===== config.mk =====
export PLATFORM = sky130hd
export DESIGN_NAME = button_filter
export DESIGN_NICKNAME = d
export VERILOG_FILES = /design/src/rtl/btn_pkg.sv /design/src/rtl/button_filter_tick_gen.sv /design/src/rtl/button_filter.sv
export SDC_FILE = /design/constraint.sdc
export NUM_CORES = 1
export LEC_CHECK = 0
export ABC_AREA = 1
export CORE_MARGIN = 2
export CORE_UTILIZATION = 40
export DETAILED_ROUTE_END_ITERATION = 6
export GPL_TIMING_DRIVEN = 0
export PLACE_DENSITY_LB_ADDON = 0.25
export SLEW_MARGIN = 20
export SYNTH_ARGS = -nofsm -noshare
export SYNTH_HDL_FRONTEND = slang
export SYNTH_HIERARCHICAL = 1
export SYNTH_SLANG_ARGS = --single-unit

===== constraint.sdc =====
create_clock -name clk_in -period 2 [get_ports clk_in]
set_input_delay 0.4 -clock clk_in [delete_from_list [all_inputs] [get_ports clk_in]]
set_output_delay 0.4 -clock clk_in [all_outputs]
set_load 0.02 [all_outputs]

===== src/rtl/btn_pkg.sv =====
// Shared button-handling types: debounce FSM state encoding.
package btn_pkg;

   typedef enum logic [1:0] {
      S_LOW  = 2'd0,
      S_RISE = 2'd1,
      S_HIGH = 2'd2,
      S_FALL = 2'd3
   } btn_state_t;

endpackage


===== src/rtl/button_filter_tick_gen.sv =====
// Sample-tick prescaler: one-cycle tick every TICK_DIV clk_in cycles.
module tick_gen #(
   parameter int unsigned TICK_DIV = 100000
) (
   input  logic clk_in,
   input  logic rst,
   output logic tick
);

   localparam int unsigned CW = (TICK_DIV > 1) ? $clog2(TICK_DIV) : 1;
   localparam logic [CW-1:0] LAST = CW'(TICK_DIV - 1);

   logic [CW-1:0] tick_cnt;

   always_ff @(posedge clk_in) begin
      if (rst) begin
         tick_cnt <= '0;
      end else if (tick_cnt == LAST) begin
         tick_cnt <= '0;
      end else begin
         tick_cnt <= tick_cnt + CW'(1);
      end
   end

   assign tick = (tick_cnt == LAST);

endmodule


===== src/rtl/button_filter.sv =====
// Counter-based debounce filter with long-press detection for one raw button pin.
module button_filter
   import btn_pkg::*;
#(
   parameter int unsigned TICK_DIV   = 100000,
   parameter int unsigned STABLE_CNT = 10,
   parameter int unsigned HOLD_CNT   = 1000
) (
   input  logic clk_in,
   input  logic rst,
   input  logic btn_in,
   output logic btn_level,
   output logic btn_hold
);

   localparam int unsigned SW = $clog2(STABLE_CNT);
   localparam int unsigned HW = $clog2(HOLD_CNT + 1);
   localparam logic [SW-1:0] STAB_LAST = SW'(STABLE_CNT - 1);
   localparam logic [HW-1:0] HOLD_MAX  = HW'(HOLD_CNT);
   localparam logic [HW-1:0] HOLD_LAST = HW'(HOLD_CNT - 1);

   logic          tick;
   logic          sync0;
   logic          sync1;
   btn_state_t    state;
   btn_state_t    state_nxt;
   logic [SW-1:0] stab_cnt;
   logic [SW-1:0] stab_nxt;
   logic [HW-1:0] hold_cnt;
   logic [HW-1:0] hold_nxt;
   logic          level_nxt;
   logic          hold_pulse_nxt;

   tick_gen #(
      .TICK_DIV(TICK_DIV)
   ) u_tick_gen (
      .clk_in(clk_in),
      .rst   (rst),
      .tick  (tick)
   );

   always_ff @(posedge clk_in) begin
      if (rst) begin
         sync0     <= 1'b0;
         sync1     <= 1'b0;
         state     <= S_LOW;
         stab_cnt  <= '0;
         hold_cnt  <= '0;
         btn_level <= 1'b0;
         btn_hold  <= 1'b0;
      end else begin
         sync0     <= btn_in;
         sync1     <= sync0;
         state     <= state_nxt;
         stab_cnt  <= stab_nxt;
         hold_cnt  <= hold_nxt;
         btn_level <= level_nxt;
         btn_hold  <= hold_pulse_nxt;
      end
   end

   // State moves only on sample ticks; the level output trails the state by one cycle.
   always_comb begin
      state_nxt      = state;
      stab_nxt       = stab_cnt;
      hold_nxt       = hold_cnt;
      hold_pulse_nxt = 1'b0;
      level_nxt      = btn_level;

      if (state == S_HIGH) begin
         level_nxt = 1'b1;
      end else if (state == S_LOW) begin
         level_nxt = 1'b0;
      end

      if (tick) begin
         case (state)
            S_LOW: begin
               if (sync1) begin
                  state_nxt = S_RISE;
                  stab_nxt  = SW'(1);
               end
            end
            S_RISE: begin
               if (!sync1) begin
                  state_nxt = S_LOW;
               end else if (stab_cnt == STAB_LAST) begin
                  state_nxt = S_HIGH;
                  hold_nxt  = '0;
               end else begin
                  stab_nxt = stab_cnt + SW'(1);
               end
            end
            S_HIGH: begin
               if (!sync1) begin
                  state_nxt = S_FALL;
                  stab_nxt  = SW'(1);
               end else if (hold_cnt < HOLD_MAX) begin
                  hold_nxt       = hold_cnt + HW'(1);
                  hold_pulse_nxt = (hold_cnt == HOLD_LAST);
               end
            end
            S_FALL: begin
               if (sync1) begin
                  state_nxt = S_HIGH;
               end else if (stab_cnt == STAB_LAST) begin
                  state_nxt = S_LOW;
                  hold_nxt  = '0;
               end else begin
                  stab_nxt = stab_cnt + SW'(1);
               end
            end
            default: state_nxt = S_LOW;
         endcase
      end
   end

endmodule


### After elaboration in Yosys (flattened, before gate mapping)

Cells that the tools add are included.

| cells by class | value |
|---|---|
| add/sub/neg operators | 3 |
| order comparisons | 1 |
| eq/ne operators | 14 |
| multiplexer cells | 21 |
| bitwise logic cells | 4 |
| reduce and logical (&&, ||, !) cells | 8 |

Operator list:

| kind | count |
|---|---|
| 10-bit 2-to-1 mux | 5 |
| 10-bit case mux with 3 select lines | 1 |
| 4-bit 2-to-1 mux | 5 |
| 17-bit by 1-bit adder with 17-bit output (second input constant) | 1 |
| 17-bit equality test (second input constant) | 1 |
| 4-bit case mux with 4 select lines | 1 |
| 2-bit 2-to-1 mux | 6 |
| 10-bit by 1-bit adder with 10-bit output (second input constant) | 1 |
| 10-bit equality test (second input constant) | 1 |
| 10-bit < comparator (second input constant) | 1 |
| 2-bit != test (second input constant) | 5 |
| 5-bit AND reduction | 2 |
| 2-bit case mux with 4 select lines | 1 |
| 3-bit != test (second input constant) | 2 |
| 6-bit AND reduction | 1 |
| 5-bit OR reduction | 1 |
| 4-bit by 1-bit adder with 4-bit output (second input constant) | 1 |
| 2-bit equality test (second input constant) | 2 |
| 4-bit equality test (second input constant) | 1 |
| 1-bit NOT | 4 |
| 3-bit nonzero test | 1 |
| 2-bit by 1-bit equality test with 1-bit output (second input constant) | 1 |
| 2-bit zero test | 1 |
| 1-bit 2-to-1 mux | 2 |
| 3 further kinds | 3 |

| storage, ports and cells | value |
|---|---|
| register bits after elaboration | 37 |
| input bits | 3 |
| word-level logic and storage cells | 59 |

### Longest topological paths before layout

| depth | value |
|---|---|
| depth after elaboration | 4 |
| gate-level depth with buffers | 13 |
| mapped depth without buffers | 13 |

### Cells and area by module

The synthesis kept the hierarchy.

By module, submodules not included:

| module | times used | cells each | area an instance (um^2) | sequential area each (um^2) |
|---|---|---|---|---|
| button_filter | 1 | 182 | 1,157.4 | 400.4 |
| tick_gen | 1 | 140 | 948.4 | 340.3 |

### Worst setup path after synthesis

OpenSTA, ideal clock, no wires.

| timing path | value |
|---|---|
| path kind | register to register |
| from | register u_tick_gen.tick_cnt[0] |
| to | register hold_cnt[0] |
| setup time | 0.113 ns |
| data arrival time | 1.572 ns |
| required time | 1.887 ns |
| path slack | 0.315 ns |
| stages on the path, launching flop included | 13 |
| path buffers | 0 |
| period minus slack after synthesis | 1.685 ns |
| cells stage by stage | dfxtp_1 -> ha_1 -> nand2_1 -> nor2_4 -> nand3_2 -> inv_1 -> inv_1 -> a21oi_2 -> nand2_2 -> clkinv_2 -> nand2_4 -> o21ai_1 -> nor2_1 |

| on the way | value |
|---|---|
| longest elaborated chain between the ends | 2 |

RTL lines:

| item | line | text |
|---|---|---|
| from (decl) | button_filter_tick_gen.sv:13 | `logic [CW-1:0] tick_cnt;` |
| from (signal assigned) | button_filter_tick_gen.sv:21 | `tick_cnt <= tick_cnt + CW'(1);` |
| 17-bit equality test | button_filter_tick_gen.sv:25 | `assign tick = (tick_cnt == LAST);` |
| via tick | button_filter.sv:22 | `logic tick;` |
| 6-bit AND reduction (no source line) | - |  |
| to (signal assigned) | button_filter.sv:56 | `hold_cnt <= hold_nxt;` |
| to (decl) | button_filter.sv:29 | `logic [HW-1:0] hold_cnt;` |

The timed path passes the listed nets, and every way through them passes these cells.
A chain may end at the register's enable or synchronous reset.

### Worst setup path in the final report

Ends and elaborated chain as after synthesis.

==> impl_metrics.json <==
{
  "ioPinCount": 5,
  "grt-ovfl-total": 0,
  "area_growth_pct": 9.92,
  "cp_slowest_cell": "dfxtp_2",
  "fin_cells": 402,
  "synth_cell_types": 28,
  "syn_inst": 322,
  "clkSinkCount": 37,
  "slew_violations": 0,
  "grt_pass1_vias": 1662,
  "clock.fmax_ghz": 0.549,
  "core-area_um2": 5110,
  "drt_iter0_markers": 92,
  "startpoint_type": "register",
  "yosysMostFrequentCell": "nand2_1",
  "critPathCaptureType": "register",
  "syn-cell-area_um2": 2110,
  "diodes": 0,
  "cts_max_level": 2,
  "r2r_end": "hold_cnt[0]$_SDFFE_PP0P_",
  "grt_start_max_net_pins": 11,
  "dp_hpwl_um": 3030,
  "timing.rr.start": "u_tick_gen/tick_cnt[0]$_SDFF_PP0_",
  "syn_area_per_cell_um2": 6.54,
  "critPathMaxStageDelay_ns": 0.36,
  "finalSetupViolCount": 0,
  "worst_ep_arrival_time_ns": 2.01,
  "min_path_cells": 2,
  "vias": 1855,
  "setup-tns-final_ns": 0,
  "power_per_cell_area_nw_per_um2": 554,
  "synth_edf_count": 0,
  "cts-buffers-inserted": 5,
  "reg2reg_slack_ns": 0.18,
  "syn_nets": 329,
  "drv_cap": 0,
  "crit_path_end": "hold_cnt[0]$_SDFFE_PP0P_",
  "final_area_um2": 2310,
  "place_area_um2": 2230,
  "cp_cell_sequence": "ha_2 > nand2_1 > nor2_4 > nand3_2 > inv_2 > inv_1 > a21oi_2 > nand2_2 > clkinv_2 > nand2_4 > o21ai_1 > nor2_1",
  "critPathLaunch": "u_tick_gen/tick_cnt[0]$_SDFF_PP0_",
  "grt_util_all_layers": 0.152,
  "seq_area_frac_synth": 0.352,
  "clk_pin_slew_ns": 0.07,
  "ys_top_cells_by_count": "97 x nand2_1, 42 x inv_1, 38 x nor2_1",
  "ys_warn_count": 6,
  "slew_headroom": 0.627,
  "period_share": 0.911,
  "synth_top_area_share": 0.352,
  "hold_ws_ns": 0.403,
  "gp_congestion": 0.864,
  "tightestPinTransition_ns": 0.560,
  "drtAntennaViolNets": 0,
  "ir_drop_mv": 0.292,
  "skew_ns": 0.00541,
  "rsz0062_at_grt": "false",
  "placed_cells": 396,
  "cts_tree": "done",
  "worstSetupPathType": "reg -> reg",
  "rr_worst_depth": 12,
  "drtPass1Iterations": 4,
  "clk_path_buf_depth": 2,
  "drive_gt1_frac": 0.139,
  "grt_pass1_wl_um": 7230,
  "clk_latency_ns": 0.29,
  "synth_area_leader_cell": "dfxtp_1",
  "final_util": 0.453,
  "dieWidth_um": 76.6,
  "avgViaCountPerCell": 4.61,
  "hold_path.class": "reg -> reg",
  "cts_root_buf": "clkbuf_8",
  "port_buffers": 4,
  "cp_data_required_time_ns": 2.18,
  "rows": 26,
  "start_util": 0.412,
  "wire_per_inst_um": 10.0,
  "drt-total-wl_um": 4020,
  "fillers": 551,
  "async_flop_share": 0,
  "ys.flop_type": "dfxtp_1",
  "die_y_um": 76.6,
  "crit_path_max_fanout": 9,
  "yosys_register_bits": 37,
  "hold_viol": 0,
  "min_period_ns": 1.82,
  "p_leak_nw": 0.813,
  "status": "finished, final reports clean",
  "die-area_um2": 5860,
  "synth_area_leaders": "dfxtp_1 35%, nand2_1 17%, inv_1 7.5%",
  "grt_antenna_before_repair": 0,
  "drcViolationCount": 0,
  "nets": 340
}
kinds of logic after synthesis:
family | synth area share
compound gates | 0.0719
xor+xnor | 0.0208
fa+ha+maj | 0.0238
buf+inv | 0.0939
flops | 0.352
simple gates | 0.438
flip-flops by register name, indices dropped and copies added (netlist names), named ones only:
signal,flops
stab_cnt,4
sync0,1
btn_hold,1
state,1
sync1,1
btn_level,1
u_tick_gen/tick_cnt,17
hold_cnt,10
cell usage in the layout (no fill, tap or decap), drive strengths merged:
master,instances
a21oi,17
nand3b,1
clkinv,2
inv,45
xnor2,4
nor4,1
dfxtp,37
clkbuf,6
nor2,57
buf,1
o21ai,8
ha,4
xor2,1
nand4,5
nor3,5
o21bai,2
a211oi,1
nand2,106
nand3,25
clkdlybuf4s50,4
worst max-delay path: cells and delay by family (launching register included):
kind	cells	cell delay, ns
AOI/OAI and AO/OA	2	0.25
adders and majority gates	1	0.21
buffers and inverters	3	0.28
DFF	1	0.36
and+or+nand+nor	6	0.61
power breakdown:
part           internal, mW  switching (mW)
Clock                 0.229           0.255
Combinational        0.0186          0.0284
Sequential            0.744         0.00619
Total                 0.992           0.290
how the worst min path moves through the flow:
stage | startpoint | to | slack, ns
after floorplan | sync0$_SDFF_PP0_ | sync1$_SDFF_PP0_ | 0.39
after global placement | sync0$_SDFF_PP0_ | sync1$_SDFF_PP0_ | 0.40
after detailed placement | sync0$_SDFF_PP0_ | sync1$_SDFF_PP0_ | 0.40
after CTS | sync0$_SDFF_PP0_ | sync1$_SDFF_PP0_ | 0.41
after global routing | sync0$_SDFF_PP0_ | sync1$_SDFF_PP0_ | 0.43
final | sync0$_SDFF_PP0_ | sync1$_SDFF_PP0_ | 0.40
through the flow:
step                      total power, mW  setup slack [ns]
final                                1.28             0.178
after global routing                 1.34            0.0217
after CTS                            1.31            0.0525
after detailed placement            0.814            0.0721
after global placement              0.814            0.0747
after floorplan                     0.799             0.315
routing by layer:
metal / vias to the layer above / global-route usage / part of all wire
li1: 1024 / - / -
met1: 811 / 0.186 / 0.49
met2: 13 / 0.249 / 0.46
met3: 7 / 0.0509 / 0.028
met4: 0 / 0.0545 / 0.016
met5: - / 0 / 0
cell type report:
type                       instances  area, µm²  share of cell area
multi-input combinational        237       1170               0.507
sequential                        37        742               0.321
tap                               70       87.6              0.0378
clock buffer                       5       68.8              0.0297
timing repair buffer               4       40.0              0.0173
clock inverter                     1       5.00             0.00216
buffer                             2       23.8              0.0103
inverter                          46        174              0.0751
what timing repair did:
item                       4_1_cts  5_1_grt
buffers inserted                 0        0
setup endpoints to repair        0       10
resized for setup                0        4
hold buffers                     0        0
Power figures use the tool's default switching activity.
